$ cat src/rtl/reg_file.sv
// Architectural register file with per-register rename status (ROB tag + busy).
// Two combinational read ports with commit bypass; rename, commit and flush update state.
module reg_file #(
  parameter int DATA_W    = 32,
  parameter int REG_TAG_W = 5,
  parameter int ROB_TAG_W = 4
) (
  input  logic                 clk,
  input  logic                 rst,
  input  logic                 rdy,
  input  logic [REG_TAG_W-1:0] in_reg_tag1,
  output logic [DATA_W-1:0]    out_reg_value1,
  output logic [ROB_TAG_W-1:0] out_reg_robtag1,
  output logic                 out_reg_busy1,
  input  logic [REG_TAG_W-1:0] in_reg_tag2,
  output logic [DATA_W-1:0]    out_reg_value2,
  output logic [ROB_TAG_W-1:0] out_reg_robtag2,
  output logic                 out_reg_busy2,
  input  logic                 in_rename_en,
  input  logic [REG_TAG_W-1:0] in_rename_reg,
  input  logic [ROB_TAG_W-1:0] in_rename_robtag,
  input  logic                 in_commit_en,
  input  logic [REG_TAG_W-1:0] in_commit_reg,
  input  logic [ROB_TAG_W-1:0] in_commit_robtag,
  input  logic [DATA_W-1:0]    in_commit_value,
  input  logic                 in_flush
);

  localparam int NREG = 1 << REG_TAG_W;

  logic [DATA_W-1:0]    value_q  [NREG];
  logic [DATA_W-1:0]    value_d  [NREG];
  logic [ROB_TAG_W-1:0] robtag_q [NREG];
  logic [ROB_TAG_W-1:0] robtag_d [NREG];
  logic [NREG-1:0]      busy_q;
  logic [NREG-1:0]      busy_d;

  logic commit_ok;
  logic rename_ok;
  logic hit1;
  logic hit2;

  assign commit_ok = in_commit_en && (in_commit_reg != '0);
  assign rename_ok = in_rename_en && (in_rename_reg != '0) && !in_flush;

  // Rename is applied last so it wins over a same-cycle commit to the same register.
  always_comb begin
    value_d  = value_q;
    robtag_d = robtag_q;
    busy_d   = busy_q;
    if (rdy) begin
      if (in_flush) busy_d = '0;
      if (commit_ok) begin
        value_d[in_commit_reg] = in_commit_value;
        if (busy_q[in_commit_reg] && (robtag_q[in_commit_reg] == in_commit_robtag))
          busy_d[in_commit_reg] = 1'b0;
      end
      if (rename_ok) begin
        busy_d[in_rename_reg]   = 1'b1;
        robtag_d[in_rename_reg] = in_rename_robtag;
      end
    end
  end

  always_ff @(posedge clk or negedge rst) begin
    if (!rst) begin
      for (int i = 0; i < NREG; i++) begin
        value_q[i]  <= '0;
        robtag_q[i] <= '0;
      end
      busy_q <= '0;
    end else begin
      value_q  <= value_d;
      robtag_q <= robtag_d;
      busy_q   <= busy_d;
    end
  end

  // A commit that retires the producer a source is waiting on is forwarded in the same cycle.
  assign hit1 = commit_ok && (in_commit_reg == in_reg_tag1) && busy_q[in_reg_tag1] &&
                (robtag_q[in_reg_tag1] == in_commit_robtag);
  assign hit2 = commit_ok && (in_commit_reg == in_reg_tag2) && busy_q[in_reg_tag2] &&
                (robtag_q[in_reg_tag2] == in_commit_robtag);

  always_comb begin
    out_reg_value1  = '0;
    out_reg_robtag1 = '0;
    out_reg_busy1   = 1'b0;
    if (in_reg_tag1 != '0) begin
      out_reg_value1  = hit1 ? in_commit_value : value_q[in_reg_tag1];
      out_reg_robtag1 = robtag_q[in_reg_tag1];
      out_reg_busy1   = hit1 ? 1'b0 : busy_q[in_reg_tag1];
    end
  end

  always_comb begin
    out_reg_value2  = '0;
    out_reg_robtag2 = '0;
    out_reg_busy2   = 1'b0;
    if (in_reg_tag2 != '0) begin
      out_reg_value2  = hit2 ? in_commit_value : value_q[in_reg_tag2];
      out_reg_robtag2 = robtag_q[in_reg_tag2];
      out_reg_busy2   = hit2 ? 1'b0 : busy_q[in_reg_tag2];
    end
  end

endmodule
$ cat config.mk
export PLATFORM = sky130hd
export DESIGN_NAME = reg_file
export DESIGN_NICKNAME = d
export VERILOG_FILES = /design/src/rtl/reg_file.sv
export SDC_FILE = /design/constraint.sdc
export NUM_CORES = 2
export LEC_CHECK = 0
export CORE_MARGIN = 2
export CORE_UTILIZATION = 40
export CTS_BUF_LIST = sky130_fd_sc_hd__clkbuf_16
export DETAILED_ROUTE_END_ITERATION = 16
export PLACE_DENSITY = 0.54
export REMOVE_ABC_BUFFERS = 1
export SLEW_MARGIN = 10
export SYNTH_ARGS = -nofsm -noshare
export SYNTH_HDL_FRONTEND = slang
export SYNTH_SLANG_ARGS = --single-unit
$ cat constraint.sdc
create_clock -name clk -period 5 [get_ports clk]
set_input_delay 1 -clock clk [delete_from_list [all_inputs] [get_ports clk]]
set_output_delay 1 -clock clk [all_outputs]
set_load 0.02 [all_outputs]
# Yosys cells after proc, flatten, opt, wreduce, memory -nomap -nowiden
# Cells that the tools add are included.
dict set report totals {
  reg_bits 1184
  latchBits 0
  ramBits 0
  mem_bits_ro 0
  input_bits 66
  output_inout_bits 74
  elab_cells 157
  memories 0
}
dict set report op_classes {
  addsub 0
  mul 0
  div 0
  order_cmp 12
  n_eq_ne 5
  shift 0
  mux 47
  n_bitwise 7
  reduce_logical 21
}
# op count
set op_table {}
lappend op_table {{bitwise mux 1024 bit} 1}
lappend op_table {{two-way mux 32 bit} 15}
lappend op_table {{binary-select mux 32 bit (select 5 bit)} 2}
lappend op_table {{demux 32 bit (select 5 bit)} 1}
lappend op_table {{bitwise mux 128 bit} 1}
lappend op_table {{binary-select mux 4 bit (select 5 bit)} 3}
lappend op_table {{two-way mux 4 bit} 9}
lappend op_table {{AND 32 bit} 1}
lappend op_table {{NOT 32 bit} 1}
lappend op_table {{bitwise OR 32 bit} 1}
lappend op_table {{>= comparator 6 bit, second input constant} 4}
lappend op_table {{less-than comparator 5 x 6 -> 1 bit, second input constant} 4}
lappend op_table {{NOT 5 -> 6 bit} 4}
lappend op_table {{demux 4 bit (select 5 bit)} 1}
lappend op_table {{nonzero test 5 bit} 4}
lappend op_table {{binary-select mux 1 bit (select 5 bit)} 3}
lappend op_table {{logical AND 1 bit} 14}
lappend op_table {{== test 4 bit} 3}
lappend op_table {{less-than comparator 6 x 1 -> 1 bit, second input constant} 2}
lappend op_table {{demux 1 bit (select 5 bit)} 2}
lappend op_table {{== test 5 bit} 2}
lappend op_table {{>= comparator 5 x 1 -> 1 bit, second input constant} 2}
lappend op_table {{two-way mux 1 bit} 9}
lappend op_table {{AND reduction 2 bit} 2}
lappend op_table {{logical NOT 1 bit} 1}

# Logic depth before layout (Yosys ltp)
dict set report logic_depth {
  ltp_word 11
  ltp_mapped 12
  mapped_depth_nobuf 7
}

# Least setup slack after synthesis
# OpenSTA, ideal clock, no wires.
dict set report synth_timing {
  path_kind {input to output}
  startpoint {input port in_reg_tag2[0]}
  endpoint {output port out_reg_value2[0]}
  arrival_ns 3.780
  t_required_ns 4.000
  setup_slack_ns 0.220
  cell_stages 11
  n_path_buf 6
  path_cell_list {buf_6 > buf_2 > buf_4 > buf_2 > buf_2 > xor2_1 > nor4_1 > o211ai_1 > nor4_4 > buf_6 > mux2i_1}
}
dict set report synth_via {
  elab_chain_cells 8
  elab_cells_between_ends 17
  classes_between {2 x eq/ne; 10 x mux; 1 x bitwise; 4 x reduce/logical}
}
# element line_no
set synth_lines {}
lappend synth_lines {{start: declaration} 15} ;# input logic [REG_TAG_W-1:0] in_reg_tag2,
lappend synth_lines {{NOT 5 -> 6 bit (implied by the code)} {83, 101}}
lappend synth_lines {{binary-select mux 4 bit (select 5 bit)} 83} ;# (robtag_q[in_reg_tag2] == in_commit_robtag);
lappend synth_lines {{two-way mux 4 bit (implied by the code) (2 in series)} 83}
lappend synth_lines {{== test 4 bit} 83}
lappend synth_lines {{logical AND 1 bit} 82} ;# assign hit2 = commit_ok && (in_commit_reg == in_reg_tag2) && busy_q[in_reg_tag2] &&
lappend synth_lines {{two-way mux 32 bit} 101} ;# out_reg_value2 = hit2 ? in_commit_value : value_q[in_reg_tag2];
lappend synth_lines {{two-way mux 32 bit *} 100} ;# if (in_reg_tag2 != '0) begin
lappend synth_lines {{end: declaration} 16} ;# output logic [DATA_W-1:0] out_reg_value2,
# Every way passes the cells marked *; elsewhere a longest branch is shown, timed or not. The select of a mux whose other input is x is not followed.

# Worst setup path in the final report
dict set report layout_timing {
  startpoint {input port in_reg_tag1[1]}
  endpoint {output port out_reg_value1[23]}
}
dict set report layout_via {
  elab_chain_cells 8
  elab_cells_between_ends 17
  classes_between {2 x eq/ne; 10 x mux; 1 x bitwise; 4 x reduce/logical}
}
# element line_no
set layout_lines {}
lappend layout_lines {{start: declaration} 11} ;# input logic [REG_TAG_W-1:0] in_reg_tag1,
lappend layout_lines {{NOT 5 -> 6 bit (implied by the code)} {81, 90}}
lappend layout_lines {{binary-select mux 4 bit (select 5 bit)} 81} ;# (robtag_q[in_reg_tag1] == in_commit_robtag);
lappend layout_lines {{two-way mux 4 bit (implied by the code) (2 in series)} 81}
lappend layout_lines {{== test 4 bit} 81}
lappend layout_lines {{logical AND 1 bit} 80} ;# assign hit1 = commit_ok && (in_commit_reg == in_reg_tag1) && busy_q[in_reg_tag1] &&
lappend layout_lines {{two-way mux 32 bit} 90} ;# out_reg_value1 = hit1 ? in_commit_value : value_q[in_reg_tag1];
lappend layout_lines {{two-way mux 32 bit *} 89} ;# if (in_reg_tag1 != '0) begin
lappend layout_lines {{end: declaration} 12} ;# output logic [DATA_W-1:0] out_reg_value1,
# Marks and branches as above.

==> summary.md <==
| Metric | Value |
|---|---|
| Status | completed |
| Die area | 167,000 um^2 |
| Nets | 4,312 |
| Number of DRC markers in iteration 0 | 3,208 |
| Worst IR drop on VDD | 339 uV |
| Initial Util | 0.403 |
| Vias in the first global route | 42.1k |
| Initial antenna violation count | 7 |
| PwrDens | 343 nW/um^2 |
| Gr ovfl total | 0 |
| Maxcap violations | 0 |
| Final Max Slew Viols | 0 |
| Max_slew headroom | 0.169 |
| Critical path fanouts, max | 8 |
| Worst skew pair latency | 760 ps |
| Worst-path clk slew | 50 ps |
| Top_reg_cell synth | dfrtp_1 |
| Number of flops mapped to enable cells by yosys | 0 |
| P&R area growth vs syn | 14.1% |
| Launch point of the worst path | in_reg_tag1[1] |
| Vias per cell | 6.17 |
| #FFs+latches synth | 1,184 |
| Register area share after synthesis | 0.452 |
| H-tree Lvls | 4 |
| Largest cells by area after synthesis | dfrtp_1 (45%), mux4_2 (26%), mux2_2 (20%), clkbuf_1 (1.7%), mux2i_1 (1.2%) |
| RSZ-0062 raised after global routing | true |
| WL per Instance | 32.3 um |
| GP Congestion | 0.877 |
| Synth Cell Area | 65,500 um^2 |
| Worst setup path endpoint | out_reg_value1[23] |
| Final setup viols | 0 |
| Clk buf depth | 3 |
| Port bufs | 139 |
| Sink Count | 1,184 |
| Period minus WS final | 4930 ps |
| Final hold slack | 221 ps |
| F_max | 203 MHz |
| Routed Antenna Nets | 0 |
| Top-area cell type share of the netlist area | 0.452 |
| Post-synth top area cell | dfrtp_1 |
| Crit start category | input pin |
| Routed vias | 40.2k |
| Boundary Pins | 140 |
| Pin count of the biggest net entering global routing | 114 |
| Ratio of cells with drive above 1 in the final layout | 0.582 |
| Global-route wire length before repair | 309,000 um |
| GRT Total Usage | 0.254 |
| Syn Inst Count | 4,159 |
| Die X | 409 um |
| LEAKAGE | 32.9 nW |
| Worst hold path class | in2async |
| CP arrival | 3930 ps |
| Placed Cells | 6,266 |
| TritonRoute pass-1 iters | 7 |
| Post-route insts no fill | 6,514 |
| FF-to-FF End | busy_q[29] |
| Synth async-reset ratio | 1.00 |
| Reg-to-reg slack, setup | 2080 ps |
| Tcrit/Tclk final | 0.986 |
| Worst Tran Pin Value | 1240 ps |
| Cts bufs inserted | 138 |
| CTS root buffer | clkbuf_16 |
| Worst r2r path cells | 8 |
| Library cells used by synthesis | 48 |
| Ys Warns | 0 |
| CTS tree | built |
| Detail Placement HPWL | 127,000 um |
| Critical path class | in2out |
| Die H | 409 um |
| Synth top cells by count | mux2_2 (1,188), dfrtp_1 (1,184), mux4_2 (757), clkbuf_1 (297), nand2_1 (196) |
| DRC errors left | 0 |
| Wirelength, routed | 211,000 um |
| FP Rows | 148 |
| Core area | 163,000 um^2 |
| Critical Path RT | 4000 ps |
| Mapped Avg Cell Area | 15.8 um^2 |
| Crit Reg-Reg Startpoint | robtag_q[114] |
| Final Skew | 18.3 ps |
| Crit end category | primary output |
| Hold Vio Cnt, Final | 0 |
| Leading cell type by number of instances after synthesis | mux2_2 |
[cells in the final DEF, fill, tap and decap left out, types with 11 or more instances in the layout]
cell	netlist	routed
a31oi_1	19	19
buf_4	10	207
nand2_4	0	15
inv_1	7	37
buf_12	1	75
clkdlybuf4s50_1	0	60
a22oi_1	24	24
buf_2	81	43
mux2_2	1188	1188
clkbuf_16	0	141
clkinv_2	0	11
nand2_1	196	181
mux4_2	757	757
nor2_4	0	16
a21oi_1	21	21
nor3_1	14	14
nor2_1	53	37
mux2i_1	78	76
dfrtp_1	1184	1184
o22ai_1	11	11
clkinv_1	1	37
clkbuf_2	0	16
xnor2_1	13	12
[worst min path at each step]
stage / from / to / slack, ps / cells after the start
after floorplan: value_q[1000] / value_q[1000] / 370 / 0
after global placement: value_q[1023] / value_q[1023] / 380 / 0
after detailed placement: value_q[1016] / value_q[1016] / 380 / 0
after CTS: rst / value_q[563] / 240 / 1
after global routing: rst / value_q[563] / 240 / 1
final: rst / value_q[563] / 220 / 1
[registers in the layout, indices dropped and copies added (netlist names)]
signal and count:
value_q 1024, robtag_q 128, busy_q 32
[layer usage]
metal / global-route usage / share of wire / up-vias
li1: - / - / 16400
met5: 0 / 0.00019 / -
met2: 0.411 / 0.49 / 1133
met1: 0.357 / 0.44 / 22400
met4: 0.0668 / 0.025 / 6
met3: 0.0407 / 0.050 / 294
[per-stage QoR]
stage                     TNS, ps  power [W]   util  worst slack, ps  cell area, um^2
after floorplan            -22100     0.0145      -             -403            63500
after global placement     -19130     0.0164  0.435             -370            70800
after detailed placement   -19250     0.0166  0.435             -391            70800
after CTS                   -20.3     0.0259  0.461            -20.3            75000
after global routing        -9.22     0.0267  0.459            -3.11            74800
final                           0     0.0256  0.459             70.5            74800
[cell families after synthesis]
group,synth area share
multiplexers,0.480
flip-flops,0.452
buffers and inverters,0.0311
AND/OR/NAND/NOR,0.0248
AO/OA/AOI/OAI,0.00915
XOR/XNOR,0.00254
[report_power, final]
part           switching (W)  internal (W)
Combinational        0.00195       0.00276
Sequential          0.000849        0.0107
Clock                0.00413       0.00520
Total                0.00693        0.0187
[worst max-delay path, cell delays in order]
cell	delay [ps]
buf_16	140
buf_4	150
buf_6	130
mux4_1	540
mux4_2	490
mux2_2	310
nand4_1	130
nor4_4	60
buf_6	150
buf_16	170
mux2i_1	190
buf_4	160
clkdlybuf4s15_2	250
[layout make-up]
type / instances / area (um^2)
inverter: 8 / 30.0
antenna: 1 / 2.50
sequential: 1184 / 29600
fill: 14200 / 88000
clock inverter: 92 / 529
tap: 2175 / 2720
clock buffer: 140 / 3500
multi-input combinational: 2493 / 34100
timing repair buffer: 421 / 4250
[timing repair]
action                     in CTS  in global routing
hold endpoints to repair        0                  0
hold buffers                    0                  0
pin swaps                       3                  5
setup buffers                   8                  5
gates cloned                    1                  1
setup endpoints to repair      64                 65
gates resized for setup       179                 86
(Power assumes the default switching activity.)
